$ cat src/rtl/boid_frame_scheduler_if.sv
// Shared boid selector bus plus display RAM write port between the frame
// scheduler (master) and the BPU array / display RAM (slave).
interface boid_frame_scheduler_if #(
  parameter int SEL_W  = 2,
  parameter int ADDR_W = 20
);
  logic [SEL_W-1:0]  boid_sel;
  logic [ADDR_W-1:0] boid_addr;
  logic              ram_swap;
  logic              disp_we;
  logic [ADDR_W-1:0] disp_addr;

  modport master (
    output boid_sel, ram_swap, disp_we, disp_addr,
    input  boid_addr
  );

  modport slave (
    input  boid_sel, ram_swap, disp_we, disp_addr,
    output boid_addr
  );
endinterface

$ cat src/rtl/boid_frame_scheduler.sv
// Per-frame sequencer: swaps/clears the display RAM on screen_end, then walks
// every active BPU and writes one pixel per on-screen boid.
module boid_frame_scheduler #(
  parameter int MAX_BOIDS     = 4,
  parameter int SEL_W         = $clog2(MAX_BOIDS),
  parameter int PIXEL_COUNT   = 307200,
  parameter int ADDR_W        = $clog2(PIXEL_COUNT) + 1,
  parameter int SETTLE_CYCLES = 1
) (
  input  logic                  clock,
  input  logic                  CPU_RESETN,
  input  logic                  screen_end,
  input  logic [SEL_W:0]        active_boids,
  input  logic                  overrun_clr,
  boid_frame_scheduler_if.master bus,
  output logic                  busy,
  output logic [15:0]           frame_cnt,
  output logic                  overrun
);

  typedef enum logic [2:0] {
    S_IDLE,
    S_SWAP,
    S_SETTLE,
    S_WRITE,
    S_DONE
  } state_t;

  localparam int                CNT_W       = (SETTLE_CYCLES > 1) ? $clog2(SETTLE_CYCLES) : 1;
  localparam logic [SEL_W:0]    MAX_N       = (SEL_W + 1)'(MAX_BOIDS);
  localparam logic [ADDR_W-1:0] PIX_LIMIT   = ADDR_W'(PIXEL_COUNT);
  localparam logic [CNT_W-1:0]  SETTLE_LAST = CNT_W'(SETTLE_CYCLES - 1);

  state_t            state_q, state_d;
  logic [SEL_W:0]    n_q, n_d;
  logic [CNT_W-1:0]  settle_q, settle_d;
  logic              pending_q, pending_d;
  logic [SEL_W-1:0]  sel_d;
  logic [ADDR_W-1:0] addr_d;
  logic              we_d;
  logic [15:0]       frame_d;
  logic              overrun_d;
  logic [SEL_W:0]    n_clamped;
  logic              last_boid;

  assign n_clamped = (active_boids > MAX_N) ? MAX_N : active_boids;
  assign last_boid = (({1'b0, bus.boid_sel} + (SEL_W + 1)'(1)) == n_q);

  // NOTE: every signal written here gets a default first so no latch is inferred.
  always_comb begin
    state_d   = state_q;
    n_d       = n_q;
    settle_d  = settle_q;
    pending_d = pending_q;
    sel_d     = bus.boid_sel;
    addr_d    = bus.disp_addr;
    we_d      = 1'b0;
    frame_d   = frame_cnt;
    overrun_d = overrun;

    // A frame request arriving mid-scan is remembered once and flagged.
    if (screen_end && (state_q inside {S_SWAP, S_SETTLE, S_WRITE})) pending_d = 1'b1;

    case (state_q)
      S_IDLE: if (screen_end) state_d = S_SWAP;
      S_SWAP: begin
        n_d      = n_clamped;
        sel_d    = '0;
        settle_d = '0;
        state_d  = (n_clamped == '0) ? S_DONE : S_SETTLE;
      end
      S_SETTLE: begin
        if (settle_q == SETTLE_LAST) begin
          state_d = S_WRITE;
          addr_d  = bus.boid_addr;
          we_d    = (bus.boid_addr < PIX_LIMIT);
        end else begin
          settle_d = settle_q + CNT_W'(1);
        end
      end
      S_WRITE: begin
        settle_d = '0;
        if (last_boid) begin
          sel_d   = '0;
          state_d = S_DONE;
        end else begin
          sel_d   = bus.boid_sel + SEL_W'(1);
          state_d = S_SETTLE;
        end
      end
      S_DONE: begin
        // A request seen during DONE itself goes straight to SWAP as well.
        if (pending_q || screen_end) begin
          pending_d = 1'b0;
          state_d   = S_SWAP;
        end else begin
          state_d = S_IDLE;
        end
      end
      default: state_d = S_IDLE;
    endcase

    if (state_d == S_DONE) frame_d = frame_cnt + 16'd1;

    if (screen_end && (state_q != S_IDLE)) overrun_d = 1'b1;
    else if (overrun_clr)                  overrun_d = 1'b0;
  end

  // NOTE: state and outputs use non-blocking assignments so every flop sees pre-edge values.
  always_ff @(posedge clock or negedge CPU_RESETN) begin
    if (!CPU_RESETN) begin
      state_q       <= S_IDLE;
      n_q           <= '0;
      settle_q      <= '0;
      pending_q     <= 1'b0;
      bus.boid_sel  <= '0;
      bus.ram_swap  <= 1'b0;
      bus.disp_we   <= 1'b0;
      bus.disp_addr <= '0;
      busy          <= 1'b0;
      frame_cnt     <= '0;
      overrun       <= 1'b0;
    end else begin
      state_q       <= state_d;
      n_q           <= n_d;
      settle_q      <= settle_d;
      pending_q     <= pending_d;
      bus.boid_sel  <= sel_d;
      bus.ram_swap  <= (state_d == S_SWAP);
      bus.disp_we   <= we_d;
      bus.disp_addr <= addr_d;
      busy          <= (state_d inside {S_SWAP, S_SETTLE, S_WRITE});
      frame_cnt     <= frame_d;
      overrun       <= overrun_d;
    end
  end

endmodule

$ cat src/flat_wrapper.sv
// flat-port wrapper written by rule: the top's interface ports become plain ports
module boid_frame_scheduler_flat 
#(
  parameter int MAX_BOIDS     = 4,
  parameter int SEL_W         = $clog2(MAX_BOIDS),
  parameter int PIXEL_COUNT   = 307200,
  parameter int ADDR_W        = $clog2(PIXEL_COUNT) + 1,
  parameter int SETTLE_CYCLES = 1
)
  (clock, CPU_RESETN, screen_end, active_boids, overrun_clr, busy, frame_cnt, overrun, bus_boid_sel, bus_ram_swap, bus_disp_we, bus_disp_addr, bus_boid_addr);
  boid_frame_scheduler_if #(.SEL_W(SEL_W), .ADDR_W(ADDR_W)) bus_i ();
  input  logic clock;
  input  logic CPU_RESETN;
  input  logic screen_end;
  input  logic [SEL_W:0] active_boids;
  input  logic overrun_clr;
  output logic busy;
  output logic [15:0] frame_cnt;
  output logic overrun;
  output wire logic [$bits(bus_i.boid_sel)-1:0] bus_boid_sel;
  output wire logic [$bits(bus_i.ram_swap)-1:0] bus_ram_swap;
  output wire logic [$bits(bus_i.disp_we)-1:0] bus_disp_we;
  output wire logic [$bits(bus_i.disp_addr)-1:0] bus_disp_addr;
  input wire logic [$bits(bus_i.boid_addr)-1:0] bus_boid_addr;
  assign bus_boid_sel = bus_i.boid_sel;
  assign bus_ram_swap = bus_i.ram_swap;
  assign bus_disp_we = bus_i.disp_we;
  assign bus_disp_addr = bus_i.disp_addr;
  assign bus_i.boid_addr = bus_boid_addr;
  boid_frame_scheduler #(.MAX_BOIDS(MAX_BOIDS), .SEL_W(SEL_W), .PIXEL_COUNT(PIXEL_COUNT), .ADDR_W(ADDR_W), .SETTLE_CYCLES(SETTLE_CYCLES)) u_core (.clock(clock), .CPU_RESETN(CPU_RESETN), .screen_end(screen_end), .active_boids(active_boids), .overrun_clr(overrun_clr), .bus(bus_i), .busy(busy), .frame_cnt(frame_cnt), .overrun(overrun));
endmodule
$ cat config.mk
export PLATFORM = sky130hd
export DESIGN_NAME = boid_frame_scheduler_flat
export DESIGN_NICKNAME = d
export VERILOG_FILES = /design/src/rtl/boid_frame_scheduler_if.sv /design/src/rtl/boid_frame_scheduler.sv /design/src/flat_wrapper.sv
export SDC_FILE = /design/constraint.sdc
export NUM_CORES = 1
export LEC_CHECK = 0
export CORE_ASPECT_RATIO = 0.9
export CORE_UTILIZATION = 49
export CTS_CLUSTER_SIZE = 10
export DETAILED_ROUTE_END_ITERATION = 10
export PLACE_DENSITY = 0.95
export SETUP_SLACK_MARGIN = 0.4
export SYNTH_ARGS = -nofsm -noshare
export SYNTH_HDL_FRONTEND = slang
export SYNTH_SLANG_ARGS = --single-unit
$ cat constraint.sdc
create_clock -name clock -period 3.15 [get_ports clock]
set_input_delay 0.315 -clock clock [delete_from_list [all_inputs] [get_ports clock]]
set_output_delay 0.315 -clock clock [all_outputs]
set_load 0.05 [all_outputs]
==> results.cfg, run 1 <==
[place]
io_buffer_count = 68
place_congestion = 0.853
placed_cells = 275
place_area_um2 = 2820
dp_slack_ns = 0.925
hpwlAfterDp_um = 3130

[global_routing]
grt_max_degree = 50
antenna_found_initial = 0
track_usage = 0.209
grt_pass1_wl_um = 7330
grt_overflow = 0
grt_pass1_vias = 1594

[clock_network]
hold_buffers = 0
numCtsBuffers = 5
cts_max_path_buffers = 2
clk_pin_slew_ns = 0.09
cts_num_sinks = 49
h-tree-depth = 2
tritoncts = done
post_cts_resized = 0
clockRootBuffer = clkbuf_8
insertion_delay_ns = 0.30
cts_setup_buffers = 0

[floorplanning]
die_w_um = 71.0
die_h_um = 64.1
dieArea_um2 = 4560
core_area_um2 = 4100
rows = 22
initial_core_util = 0.513
io_pins = 69

[sta]
finalHoldViolCount = 0
drv_slew = 0
finalSetupTns_ns = 0
fin_ws_ns = 0.845
fin_crit_sh = 0.732
fin_skew_ns = 0.00677
tightest_slew_ns = 1.03
clock.fmax_mhz = 434
rsz0062_at_grt = false
slew_headroom = 0.311
period_needed_ns = 2.30
final-setup-viol-count = 0

[final_layout]
multi_input_area_um2 = 833
antenna_cells = 0
post-route-util = 0.709
area_growth_pct = 38.3
fillers = 296
instances_no_fill = 283
final_cell_area_um2 = 2910
drive_gt1_frac = 0.153
fin_nets = 263
seqCellArea_um2 = 1230

[worst_setup_path]
endpoint_kind = flop
path_cells = ha_1 -> xnor2_1 -> a41oi_2 -> nor4_1 -> xor2_1
crit_path_start_kind = flop
crit_required_ns = 3.37
rrSetupSlack_ns = 0.85
critical_path.slowest_cell = nor4_1
cp_num_buf_inv = 0
crit_family = simple AND/OR/NAND/NOR gates
critical_path_class = reg -> reg
cp_slowest_stage_delay_ns = 0.59
crit_fanout = 15
critPathArrivalTime_ns = 2.53

[synth]
synth_common_cells = dfrtp_1, mux2_2, xor2_1
yosysTopAreaCellShare = 0.583
synthArstFlopShare = 1.00
yosysWarnings = 0
synth_edf_count = 0
synthesis.nets = 192
synth-seq-cells = 49
synth_ff_type = dfrtp_1
synthMostInstantiatedCell = dfrtp_1
synth-seq-area-share = 0.583
synth_area_leader_cell = dfrtp_1
syn_area_per_cell_um2 = 12.9
synth.cell_area_um2 = 2100
synthTopCellsByArea = dfrtp_1, mux2_2, xor2_1, nand2_1, nor4_1
ys_types = 32
syn_inst = 163

[run_status]
violations = DRC
status = finished, violations left

[power_and_ir_drop]
ir_worst_vdd_v = 0.000509
power_per_cell_area_nw_per_um2 = 1070
cellLeakagePower_uw = 0.00126

[drt]
finalWirelength_um = 4300
via_count = 1552
wire_per_inst_um = 15.2
top_layer_used = met4
dr.pass1.iters = 7
met1_length_um = 1860
dr_wl_met2_um = 2040
drt_iter0_markers = 100
drtAntennaViolNets = 0
wl_met3_um = 317
via_per_inst = 5.48
drcViolationCount = 9

[min_path]
min_path_type = in -> async

[run]
drv_cap = 0
-- worst register-to-register path: stages (launching register included) --
cell	delay, ns
dfrtp_1	0.43
ha_1	0.34
xnor2_1	0.25
a41oi_2	0.40
nor4_1	0.59
xor2_1	0.21
-- stage by stage --
| step | hold slack (ns) | power, uW |
|---|---|---|
| 2_1_floorplan | 0.0194 | 2230 |
| 3_3_place_gp | 0.459 | 2710 |
| 3_5_place_dp | 0.484 | 2770 |
| 4_1_cts | 0.221 | 3130 |
| 5_1_grt | 0.278 | 3280 |
| 6_report | 0.182 | 3100 |
-- cell usage in the layout (no fill, tap or decap), types with 2 or more instances in the layout --
cell / instances
xor2_1: 16
nor4b_1: 2
ha_1: 2
nor2_1: 4
nand4_1: 2
and4_1: 3
clkinv_2: 2
clkbuf_8: 5
a21oi_1: 2
o21ai_0: 5
nand3_1: 5
nor3b_1: 2
mux2_2: 22
o41ai_1: 2
a211o_1: 2
nor3_1: 5
nand2_1: 10
xnor2_1: 2
dfrtp_1: 49
clkdlybuf4s50_1: 67
nand2b_1: 3
nor4_1: 5
inv_1: 5
-- flip-flops by register name, indices dropped and copies added, names as in the netlist --
signal and cells:
u_core.bus.disp_addr 20, u_core.frame_cnt 16, u_core.n_q 3, u_core.state_q 3, u_core.bus.boid_sel 2, u_core.bus.disp_we 1
u_core.bus.ram_swap 1, u_core.busy 1, u_core.overrun 1, u_core.pending_q 1
-- where the power goes --
group          switching [uW]  internal [uW]  total (uW)
sequential                171            854        1020
combinational            1070            657        1720
clock                     203            153         356
-- logic make-up after synthesis --
family          after synthesis  synth area share
mux                          22             0.118
fa+ha+maj                     2            0.0119
simple gates                 45             0.126
flops                        49             0.583
xor+xnor                     18            0.0750
buf+inv                      10            0.0226
compound gates               17            0.0631
-- layer usage --
| layer | up-vias | GRT usage |
|---|---|---|
| li1 | 732 | - |
| met5 | - | 0 |
| met3 | 9 | 0.0599 |
| met4 | 0 | 0.0650 |
| met1 | 752 | 0.263 |
| met2 | 59 | 0.351 |
-- path summary, 6_finish.rpt --
| check | start | to | cells past startpoint |
|---|---|---|---|
| setup / recovery | u_core.bus.boid_sel[0]$_DFFE_PN0P_ | u_core.frame_cnt[14]$_DFFE_PN0N_ | 5 |
| hold / removal | CPU_RESETN | u_core.bus.disp_addr[0]$_DFFE_PN0P_ | 1 |
| setup reg to reg | u_core.bus.boid_sel[0]$_DFFE_PN0P_ | u_core.frame_cnt[14]$_DFFE_PN0N_ | 5 |
| hold reg to reg | u_core.frame_cnt[15]$_DFFE_PN0N_ | u_core.frame_cnt[15]$_DFFE_PN0N_ | 1 |
| max in group asynchronous | CPU_RESETN | u_core.frame_cnt[7]$_DFFE_PN0N_ | 1 |
| min in group clock | u_core.frame_cnt[15]$_DFFE_PN0N_ | u_core.frame_cnt[15]$_DFFE_PN0N_ | 1 |
-- cell type report --
type                            instances  share of cell area
Clock buffer                            5              0.0237
Clock inverter                          3             0.00602
Inverter                                5             0.00645
Multi-Input combinational cell        104               0.287
Sequential cell                        49               0.422
Tap cell                               48              0.0207
Timing Repair Buffer                   69               0.235
Note: power is estimated with default switching activity, not from simulation.
==> run 2: changes to the inputs <==
--- a/config.mk
+++ b/config.mk
@@ -6,10 +6,10 @@
 export NUM_CORES = 1
 export LEC_CHECK = 0
 export CORE_ASPECT_RATIO = 0.9
-export CORE_UTILIZATION = 49
+export CORE_UTILIZATION = 41
 export CTS_CLUSTER_SIZE = 10
 export DETAILED_ROUTE_END_ITERATION = 10
-export PLACE_DENSITY = 0.95
+export PLACE_DENSITY = 0.87
 export SETUP_SLACK_MARGIN = 0.4
 export SYNTH_ARGS = -nofsm -noshare
 export SYNTH_HDL_FRONTEND = slang
==> constraint.sdc (replaced) <==
create_clock -name clock -period 1.8 [get_ports clock]
set_input_delay 0.18 -clock clock [delete_from_list [all_inputs] [get_ports clock]]
set_output_delay 0.18 -clock clock [all_outputs]
set_load 0.05 [all_outputs]
==> run 2 against run 1 <==
The run ends with hold timing, setup timing left. Cell area increased by 31%. Via count up 17%. Die area grew 19%. Clock power increased by 130%. Clock skew grew 0.0027 ns. Worst setup slack worse by 0.94 ns. Critical endpoint is now u_core.frame_cnt[7]$_DFFE_PN0N_. Largest cell class is now multi-input gates.
==> results.cfg, run 2 (synthesis results as in run 1) <==
[final_layout]
post-route-util = 0.781
largest_register_ffs = 20
layout_commonest_cell = dfrtp_1
area_growth_pct = 81.8
antenna_cells = 0
multi_input_area_um2 = 1250
seqCellArea_um2 = 1240
fillers = 280
largest_registers = u_core.bus.disp_addr: 20 flops, u_core.frame_cnt: 16 flops
mostFrequentLayoutCells = dfrtp_1, clkdlybuf4s50_1, mux2_4
largest-register = u_core.bus.disp_addr
drive_gt1_frac = 0.484
fin_nets = 303

[place]
io_buffer_count = 68
place_congestion = 0.813
hpwlAfterDp_um = 3140

[drt]
via_count = 1818
drt_iter0_markers = 99
finalWirelength_um = 6890
via_per_inst = 5.35
wl_met3_um = 369
top_layer_used = met4
drcViolationCount = 0
met1_length_um = 2850
dr.pass1.iters = 4
dr_wl_met2_um = 3500
drtAntennaViolNets = 0
wire_per_inst_um = 20.3

[sta]
fin_skew_ns = 0.00947
finalHoldViolCount = 28
clock.fmax_mhz = 527
final-setup-viol-count = 5
fin_ws_ns = -0.0964
tightest_slew_ns = 0.612
slew_headroom = 0.592
rsz0062_at_grt = true
period_needed_ns = 1.90
fin_crit_sh = 1.05
drv_slew = 0
timing.hold.ws_ns = -0.0223

[floorplanning]
initial_core_util = 0.429
die_w_um = 77.5
die_h_um = 69.9
dieArea_um2 = 5420
core_area_um2 = 4890
rows = 24
io_pins = 69

[clock_network]
clockRootBuffer = clkbuf_8
cts_max_path_buffers = 2
cts_num_sinks = 49
clk_pin_slew_ns = 0.10
tritoncts = done
insertion_delay_ns = 0.31
h-tree-depth = 2
hold_buffers = 0
numCtsBuffers = 5

[run_status]
status = finished, violations left
violations = hold timing, setup timing

[power_and_ir_drop]
cellLeakagePower_uw = 0.00181
power_per_cell_area_nw_per_um2 = 2100
ir_worst_vdd_v = 0.00117

[run]
drv_cap = 0

[worst_setup_path]
crit_path_start_kind = flop
cp_slowest_stage_delay_ns = 0.44
crit_family = flip-flops
r2r_start = u_core.bus.boid_sel[0]$_DFFE_PN0P_
critical_path.slowest_cell = dfrtp_2
rrSetupSlack_ns = -0.1
crit_cells = 7
cp_num_buf_inv = 2
critical_path_class = reg -> reg
reg2regPathDepth = 7
crit_required_ns = 2.01
endpoint_kind = flop
crit_fanout = 5
path_cells = ha_4 -> xnor2_4 -> buf_6 -> a41oi_4 -> buf_4 -> nor3b_2 -> xor2_1
critPathArrivalTime_ns = 2.11
startpoint = u_core.bus.boid_sel[0]$_DFFE_PN0P_

[min_path]
min_path_type = in -> async

[global_routing]
grt_max_degree = 50
grt_pass1_vias = 1904
grt_pass1_wl_um = 9780
track_usage = 0.236
antenna_found_initial = 0
grt_overflow = 0
-- run 2: final timing paths --
kind,end
max,u_core.frame_cnt[7]$_DFFE_PN0N_
min,u_core.frame_cnt[15]$_DFFE_PN0N_
max reg2reg,u_core.frame_cnt[7]$_DFFE_PN0N_
min reg2reg,u_core.frame_cnt[15]$_DFFE_PN0N_
max in group asynchronous,u_core.frame_cnt[0]$_DFFE_PN0N_
min in group clock,u_core.overrun$_DFFE_PN0P_
-- run 2: power breakdown --
group	internal, uW	switching [uW]
logic	2530	2850
registers	1500	311
clock network	454	373
total	4490	3540
-- run 2: timing repair --
item                                    CTS  global route
resized for setup                       116            43
endpoints found under the setup margin   83            65
buffers inserted                         12             9
gates cloned                              4             1
pin swaps                                 2            20
-- run 2: area by class of cell --
type | instances | share of cell area
Sequential cell | 49 | 0.324
Clock buffer | 7 | 0.0226
Clock inverter | 1 | 0.00786
Tap cell | 65 | 0.0213
Timing Repair Buffer | 107 | 0.290
Multi-Input combinational cell | 106 | 0.328
Inverter | 5 | 0.00589
-- run 2: metrics by stage --
stage	setup WS [ns]	instances	area (um^2)	power, uW	setup TNS (ns)
6_report	-0.0964	340	3820	8030	-0.145
5_1_grt	-0.126	340	3820	8340	-0.892
4_1_cts	-0.00199	330	3640	7250	-0.00384
3_5_place_dp	-0.209	306	3090	5310	-1.99
3_3_place_gp	-0.143	306	3090	5230	-1.47
2_1_floorplan	0.00335	163	2230	4090	0
-- run 2: layer usage --
| metal | up-vias | track usage |
|---|---|---|
| met4 | 0 | 0.0755 |
| met3 | 14 | 0.0510 |
| li1 | 809 | - |
| met1 | 908 | 0.304 |
| met2 | 87 | 0.398 |
| met5 | - | 0 |
-- run 2: worst reg2reg max path, cell delays in order (launching register included) --
cell and delay (ns):
dfrtp_2 0.44, ha_4 0.27, xnor2_4 0.22, buf_6 0.15, a41oi_4 0.14, buf_4 0.18
nor3b_2 0.19, xor2_1 0.23
==> run 3: changes to the inputs <==
--- a/config.mk
+++ b/config.mk
@@ -7,7 +7,6 @@
 export LEC_CHECK = 0
 export CORE_ASPECT_RATIO = 0.9
 export CORE_UTILIZATION = 41
-export CTS_CLUSTER_SIZE = 10
 export DETAILED_ROUTE_END_ITERATION = 10
 export PLACE_DENSITY = 0.87
 export SETUP_SLACK_MARGIN = 0.4
==> results of run 3 <==
No change in the layout: final DEF, timing and power equal those of run 2.
